==> src/rtl/bg_pkg.sv <==
// Shared types and constants for the background scroll sequencer.
package bg_pkg;

  typedef enum logic [1:0] {
    IDLE   = 2'd0,
    RUN    = 2'd1,
    PAUSED = 2'd2
  } bg_state_t;

  localparam int BG_ROM_DIM_BITS = 7;
  localparam int BG_PIPE_LAT     = 3;
  localparam int BG_SCROLL_W     = 9;

endpackage

==> src/rtl/bg_scroll_ctrl_sig_delay.sv <==
// Fixed-depth shift register with a per-bit reset value; every stage is
// exposed so callers can tap intermediate delays.
module sig_delay #(
  parameter int               DEPTH   = 3,
  parameter int               WIDTH   = 1,
  parameter logic [WIDTH-1:0] RST_VAL = '0
) (
  input  logic                   clk,
  input  logic                   rst_n,
  input  logic [WIDTH-1:0]       i_d,
  output logic [WIDTH-1:0]       o_q,
  output logic [DEPTH*WIDTH-1:0] o_taps
);

  logic [WIDTH-1:0] r_stage [DEPTH];

  always_ff @(posedge clk or negedge rst_n) begin
    if (!rst_n) begin
      for (int i = 0; i < DEPTH; i++) r_stage[i] <= RST_VAL;
    end else begin
      r_stage[0] <= i_d;
      for (int i = 1; i < DEPTH; i++) r_stage[i] <= r_stage[i-1];
    end
  end

  always_comb begin
    o_taps = '0;
    for (int i = 0; i < DEPTH; i++) o_taps[i*WIDTH +: WIDTH] = r_stage[i];
  end

  assign o_q = r_stage[DEPTH-1];

endmodule

==> src/rtl/bg_scroll_ctrl.sv <==
// Background ROM sequencer: scrolled/down-scaled addressing, per-frame scroll
// under a run/pause/stop FSM, and sync/blank alignment with the ROM output.
module bg_scroll_ctrl
  import bg_pkg::*;
#(
  parameter int SCALE_SHIFT  = 2,
  parameter int SPEED_W      = 4,
  parameter bit SYNC_ACT_LOW = 1'b1
) (
  input  logic                       clk,
  input  logic                       rst_n,
  input  logic [9:0]                 pix_x,
  input  logic [9:0]                 pix_y,
  input  logic                       video_on_in,
  input  logic                       hsync_in,
  input  logic                       vsync_in,
  input  logic                       cmd_start,
  input  logic                       cmd_pause,
  input  logic                       cmd_stop,
  input  logic [SPEED_W-1:0]         speed,
  output logic [BG_ROM_DIM_BITS-1:0] rom_x,
  output logic [BG_ROM_DIM_BITS-1:0] rom_y,
  output logic                       rom_en,
  output logic                       video_on_out,
  output logic                       hsync_out,
  output logic                       vsync_out,
  output logic [BG_SCROLL_W-1:0]     scroll_px,
  output logic [1:0]                 state
);

  localparam logic SYNC_IDLE = SYNC_ACT_LOW ? 1'b1 : 1'b0;
  localparam logic SYNC_ACT  = ~SYNC_IDLE;

  bg_state_t              r_state, w_state_nxt;
  logic [BG_SCROLL_W-1:0] r_scroll, w_scroll_nxt;
  logic                   r_vsync_prev;
  logic                   r_pend_start, r_pend_pause, r_pend_stop;
  logic                   w_fb, w_do_start, w_do_pause, w_do_stop;
  logic [9:0]             w_sum;
  logic [BG_SCROLL_W-1:0] w_x_wrap;
  logic [2:0]             w_dly_q;
  logic [3*BG_PIPE_LAT-1:0] w_taps;
  logic                   w_unused;

  assign w_fb       = (vsync_in == SYNC_ACT) && (r_vsync_prev == SYNC_IDLE);
  // A pulse coincident with the boundary counts at that boundary.
  assign w_do_start = r_pend_start | cmd_start;
  assign w_do_pause = r_pend_pause | cmd_pause;
  assign w_do_stop  = r_pend_stop  | cmd_stop;

  always_ff @(posedge clk or negedge rst_n) begin
    if (!rst_n) begin
      r_state      <= IDLE;
      r_scroll     <= '0;
      r_vsync_prev <= SYNC_IDLE;
      r_pend_start <= 1'b0;
      r_pend_pause <= 1'b0;
      r_pend_stop  <= 1'b0;
    end else begin
      r_state      <= w_state_nxt;
      r_scroll     <= w_scroll_nxt;
      r_vsync_prev <= vsync_in;
      r_pend_start <= w_fb ? 1'b0 : w_do_start;
      r_pend_pause <= w_fb ? 1'b0 : w_do_pause;
      r_pend_stop  <= w_fb ? 1'b0 : w_do_stop;
    end
  end

  always_comb begin
    w_state_nxt  = r_state;
    w_scroll_nxt = r_scroll;
    if (w_fb) begin
      if (r_state == RUN) w_scroll_nxt = r_scroll + BG_SCROLL_W'(speed);
      if (w_do_stop) begin
        w_state_nxt  = IDLE;
        w_scroll_nxt = '0;
      end else if (w_do_pause && (r_state == RUN)) begin
        w_state_nxt = PAUSED;
      end else if (w_do_start && (r_state != RUN)) begin
        w_state_nxt = RUN;
      end
    end
  end

  assign w_sum    = pix_x + {1'b0, r_scroll};
  assign w_x_wrap = w_sum[BG_SCROLL_W-1:0];

  always_ff @(posedge clk or negedge rst_n) begin
    if (!rst_n) begin
      rom_x <= '0;
      rom_y <= '0;
    end else begin
      rom_x <= BG_ROM_DIM_BITS'(w_x_wrap >> SCALE_SHIFT);
      rom_y <= BG_ROM_DIM_BITS'(pix_y[8:0] >> SCALE_SHIFT);
    end
  end

  sig_delay #(
    .DEPTH  (BG_PIPE_LAT),
    .WIDTH  (3),
    .RST_VAL({1'b0, SYNC_IDLE, SYNC_IDLE})
  ) u_sync_dly (
    .clk   (clk),
    .rst_n (rst_n),
    .i_d   ({video_on_in, hsync_in, vsync_in}),
    .o_q   (w_dly_q),
    .o_taps(w_taps)
  );

  // ROM holds two register stages, so keep it enabled one cycle past the run.
  assign rom_en       = w_taps[2] | w_taps[5];
  assign video_on_out = w_dly_q[2];
  assign hsync_out    = w_dly_q[1];
  assign vsync_out    = w_dly_q[0];
  assign scroll_px    = r_scroll;
  assign state        = r_state;

  assign w_unused = &{1'b0, pix_y[9], w_sum[9], w_taps[8:6], w_taps[4:3], w_taps[1:0]};

endmodule

==> config.mk <==
export PLATFORM = sky130hd
export DESIGN_NAME = bg_scroll_ctrl
export DESIGN_NICKNAME = d
export VERILOG_FILES = /design/src/rtl/bg_pkg.sv /design/src/rtl/bg_scroll_ctrl_sig_delay.sv /design/src/rtl/bg_scroll_ctrl.sv
export SDC_FILE = /design/constraint.sdc
export NUM_CORES = 1
export LEC_CHECK = 0
export BUFFER_PORTS_ARGS = -buffer_cell sky130_fd_sc_hd__buf_2
export CAP_MARGIN = 20
export CORE_MARGIN = 2
export CORE_UTILIZATION = 40
export CTS_CLUSTER_DIAMETER = 80
export DETAILED_ROUTE_END_ITERATION = 8
export HOLD_SLACK_MARGIN = 0.15
export PLACE_DENSITY = 0.73
export SLEW_MARGIN = 20
export SYNTH_ARGS = -nofsm -noshare
export SYNTH_HDL_FRONTEND = slang
export SYNTH_HIERARCHICAL = 1
export SYNTH_SLANG_ARGS = --single-unit
==> constraint.sdc <==
create_clock -name clk -period 1.65 [get_ports clk]
set_clock_uncertainty 0.05 [all_clocks]
set_input_delay 0.165 -clock clk [delete_from_list [all_inputs] [get_ports clk]]
set_output_delay 0.165 -clock clk [all_outputs]
set_load 0.005 [all_outputs]
==> summary.txt <==
CTS
  • Clk root buf: clkbuf_8
  • Sink Count: 38
  • H-tree depth: 2
  • TritonCTS clock tree: built
  • Worst-Skew Late Latency: 0.28 ns
  • TritonCTS Buffers: 5
  • CTS clock-pin slew for the worst setup and hold paths: 0.07 ns
  • Clk buf depth: 2

Yosys
  • Mapped Area: 1710 um2
  • Post-Syn Instances: 141
  • Post-Syn Nets: 185
  • Post-Syn Area per Cell: 12.1 um2
  • Yosys warns: 6

Finish
  • Fill count: 299
  • Reg area: 961 um2
  • Diode count: 0
  • Area of the multi-input gates: 847 um2
  • Layout cell share with drive strength beyond 1: 48.8%
  • Layout overhead on the synthesized area: 50.3%
  • Final net count: 283

Detailed routing
  • DRC: 0
  • DRT Wirelength: 3770 um
  • Antenna-violating nets left: 0
  • Via Count: 1,414
  • Iteration-0 DRC Markers: 109
  • Drt pass-1 iters: 4
  • Via density: 4.88
  • DR WL/cell: 13.0 um

Hold path
  • Hold Crit Depth: 3
  • Worst hold endpoint: scroll_px[0]$_DFFE_PN0P_
  • HP Start: speed[0]
  • Hold WC Path Type: in -> reg

Place
  • Dpl hpwl: 2720 um
  • Port Buffers: 56
  • Final Wtd Congestion: 0.878
  • Pre-CTS setup slack: -0.0960 ns

GRT
  • Vias in the first global route: 1,417
  • Grt ovf: 0
  • Largest net degree at the start of global routing: 39
  • Initial antenna violation count: 0
  • Global Route Usage Sum: 16.4%
  • First-pass GRT wire length: 6260 um

Floorplan
  • Die Y: 69.4 um
  • Row Count: 23
  • Core area: 4060 um2
  • Die Wd: 69.4 um
  • Num ports: 61
  • Full die area: 4810 um2
  • Starting Density: 42.2%

STA
  • RSZ-0062 raised after global routing: true
  • Final setup fails: 6
  • Max-slew headroom: 68.5%
  • Period minus WS final: 1.72 ns
  • Final worst slack: -0.0680 ns
  • Fin. max-slew vios: 0
  • Final Hold Fails: 0
  • Crit share post-route: 104%
  • Worst Max-Slew Pin Slew: 0.473 ns
  • FMAX: 582 MHz

Critical path
  • Crit path DAT: 1.82 ns
  • Highest net fanout along the worst path: 6
  • Cells along the critical path: buf_4, fa_2, a21o_1, a21oi_4, or3_1, a21oi_1
  • FF-to-FF Start: scroll_px[1]$_DFFE_PN0P_
  • Path depth of the worst reg2reg path: 6
  • CP Class: reg -> reg
  • Critical Path Max Stage Delay: 0.43 ns
  • Kind of end point of the critical path: flop
  • Reg2Reg Setup Slack: -0.07 ns
  • CP required: 1.75 ns
  • Slowest CP cell: dfrtp_1
  • End of the worst register-to-register path: scroll_px[6]$_DFFE_PN0P_
  • Startpoint types: flop

Power and ir drop
  • Static leakage: 1.22 nW
  • P per Cell Area: 790 nW/um2
  • Final Power: 2.03 mW
  • Maximum VDD drop: 532 uV

Run status
  • Failing checks: setup timing
  • Status: finished with violations

Run
  • Max-Cap Viols: 0
[how the worst max path moves through the flow]
| stage | startpoint | end | slack [ns] |
|---|---|---|---|
| 5_1_grt | scroll_px[1]$_DFFE_PN0P_ | scroll_px[6]$_DFFE_PN0P_ | -0.13 |
| 6_report | scroll_px[1]$_DFFE_PN0P_ | scroll_px[6]$_DFFE_PN0P_ | -0.07 |
| 3_5_place_dp | scroll_px[3]$_DFFE_PN0P_ | rom_x[4]$_DFF_PN0_ | -0.1 |
| 3_3_place_gp | scroll_px[3]$_DFFE_PN0P_ | rom_x[4]$_DFF_PN0_ | -0.06 |
| 2_1_floorplan | scroll_px[1]$_DFFE_PN0P_ | rom_x[5]$_DFF_PN0_ | -0.02 |
| 4_1_cts | scroll_px[3]$_DFFE_PN0P_ | rom_x[5]$_DFF_PN0_ | -0.05 |
[metal layers]
layer / track usage, % / up-vias / wire length [um]
li1: - / 708 / -
met1: 18.2 / 669 / 1510
met2: 29.2 / 33 / 2020
met3: 5.09 / 4 / 199
met4: 6.10 / 0 / 35
met5: 0 / - / 0
[area by class of cell]
cell class,instances,area share (%)
Clock buffer,7,3.36
Clock inverter,1,0.195
Timing Repair Buffer,94,23.4
Inverter,2,0.292
Multi-Input combinational cell,98,33.0
Tap cell,50,2.43
Sequential cell,38,37.4
[state kept, by name, indices dropped and copies added, names as in the netlist]
register / cells
r_pend_pause: 1
r_pend_start: 1
r_pend_stop: 1
r_vsync_prev: 1
rom_x: 7
rom_y: 7
scroll_px: 9
state: 2
u_sync_dly/o_q: 3
u_sync_dly/o_taps: 6
[where the power goes]
| part | switching (mW) | internal, mW | leakage, nW |
|---|---|---|---|
| sequential | 0.0234 | 0.993 | 0.455 |
| combinational | 0.176 | 0.196 | 0.721 |
| clock | 0.305 | 0.337 | 0.0482 |
[what timing repair did]
action	in CTS	in global routing
resized for setup	8	11
endpoints found under the hold margin	45	0
pin swaps	3	6
setup buffers	1	1
endpoints found under the setup margin	9	11
hold buffers	14	0
[worst max-delay path, delay by kind of cell, from the launching register on]
family | cells | cell delay [ns]
compound gates | 3 | 0.43
simple gates | 1 | 0.14
fa+ha+maj | 1 | 0.37
buf+inv | 1 | 0.17
flops | 1 | 0.43
[placed cells by master (no fill, tap or decap), types with 3 or more instances in the layout]
| cell type | n |
|---|---|
| buf_2 | 56 |
| dfrtp_1 | 30 |
| buf_4 | 24 |
| dlygate4sd3_1 | 14 |
| nor2_1 | 12 |
| a21oi_1 | 9 |
| nand2_1 | 8 |
| dfstp_2 | 7 |
| clkbuf_8 | 6 |
| xnor2_1 | 5 |
| ha_1 | 5 |
| ha_4 | 4 |
| nand2b_1 | 3 |
| o31ai_1 | 3 |
| o21ai_0 | 3 |
| or3_1 | 3 |
| a22o_1 | 3 |
[per-stage QoR]
step / util (%) / TNS (ns) / area, um2 / hold slack [ns] / instances
floorplan: - / -0.0619 / 1720 / -0.181 / 141
global placement: 54.5 / -0.219 / 2210 / 0.180 / 266
detailed placement: 54.5 / -0.439 / 2210 / 0.188 / 266
CTS: 61.1 / -0.117 / 2480 / 0.187 / 289
global route: 63.3 / -0.775 / 2570 / 0.231 / 290
finish: 63.3 / -0.274 / 2570 / 0.213 / 290
(Power assumes the default switching activity.)
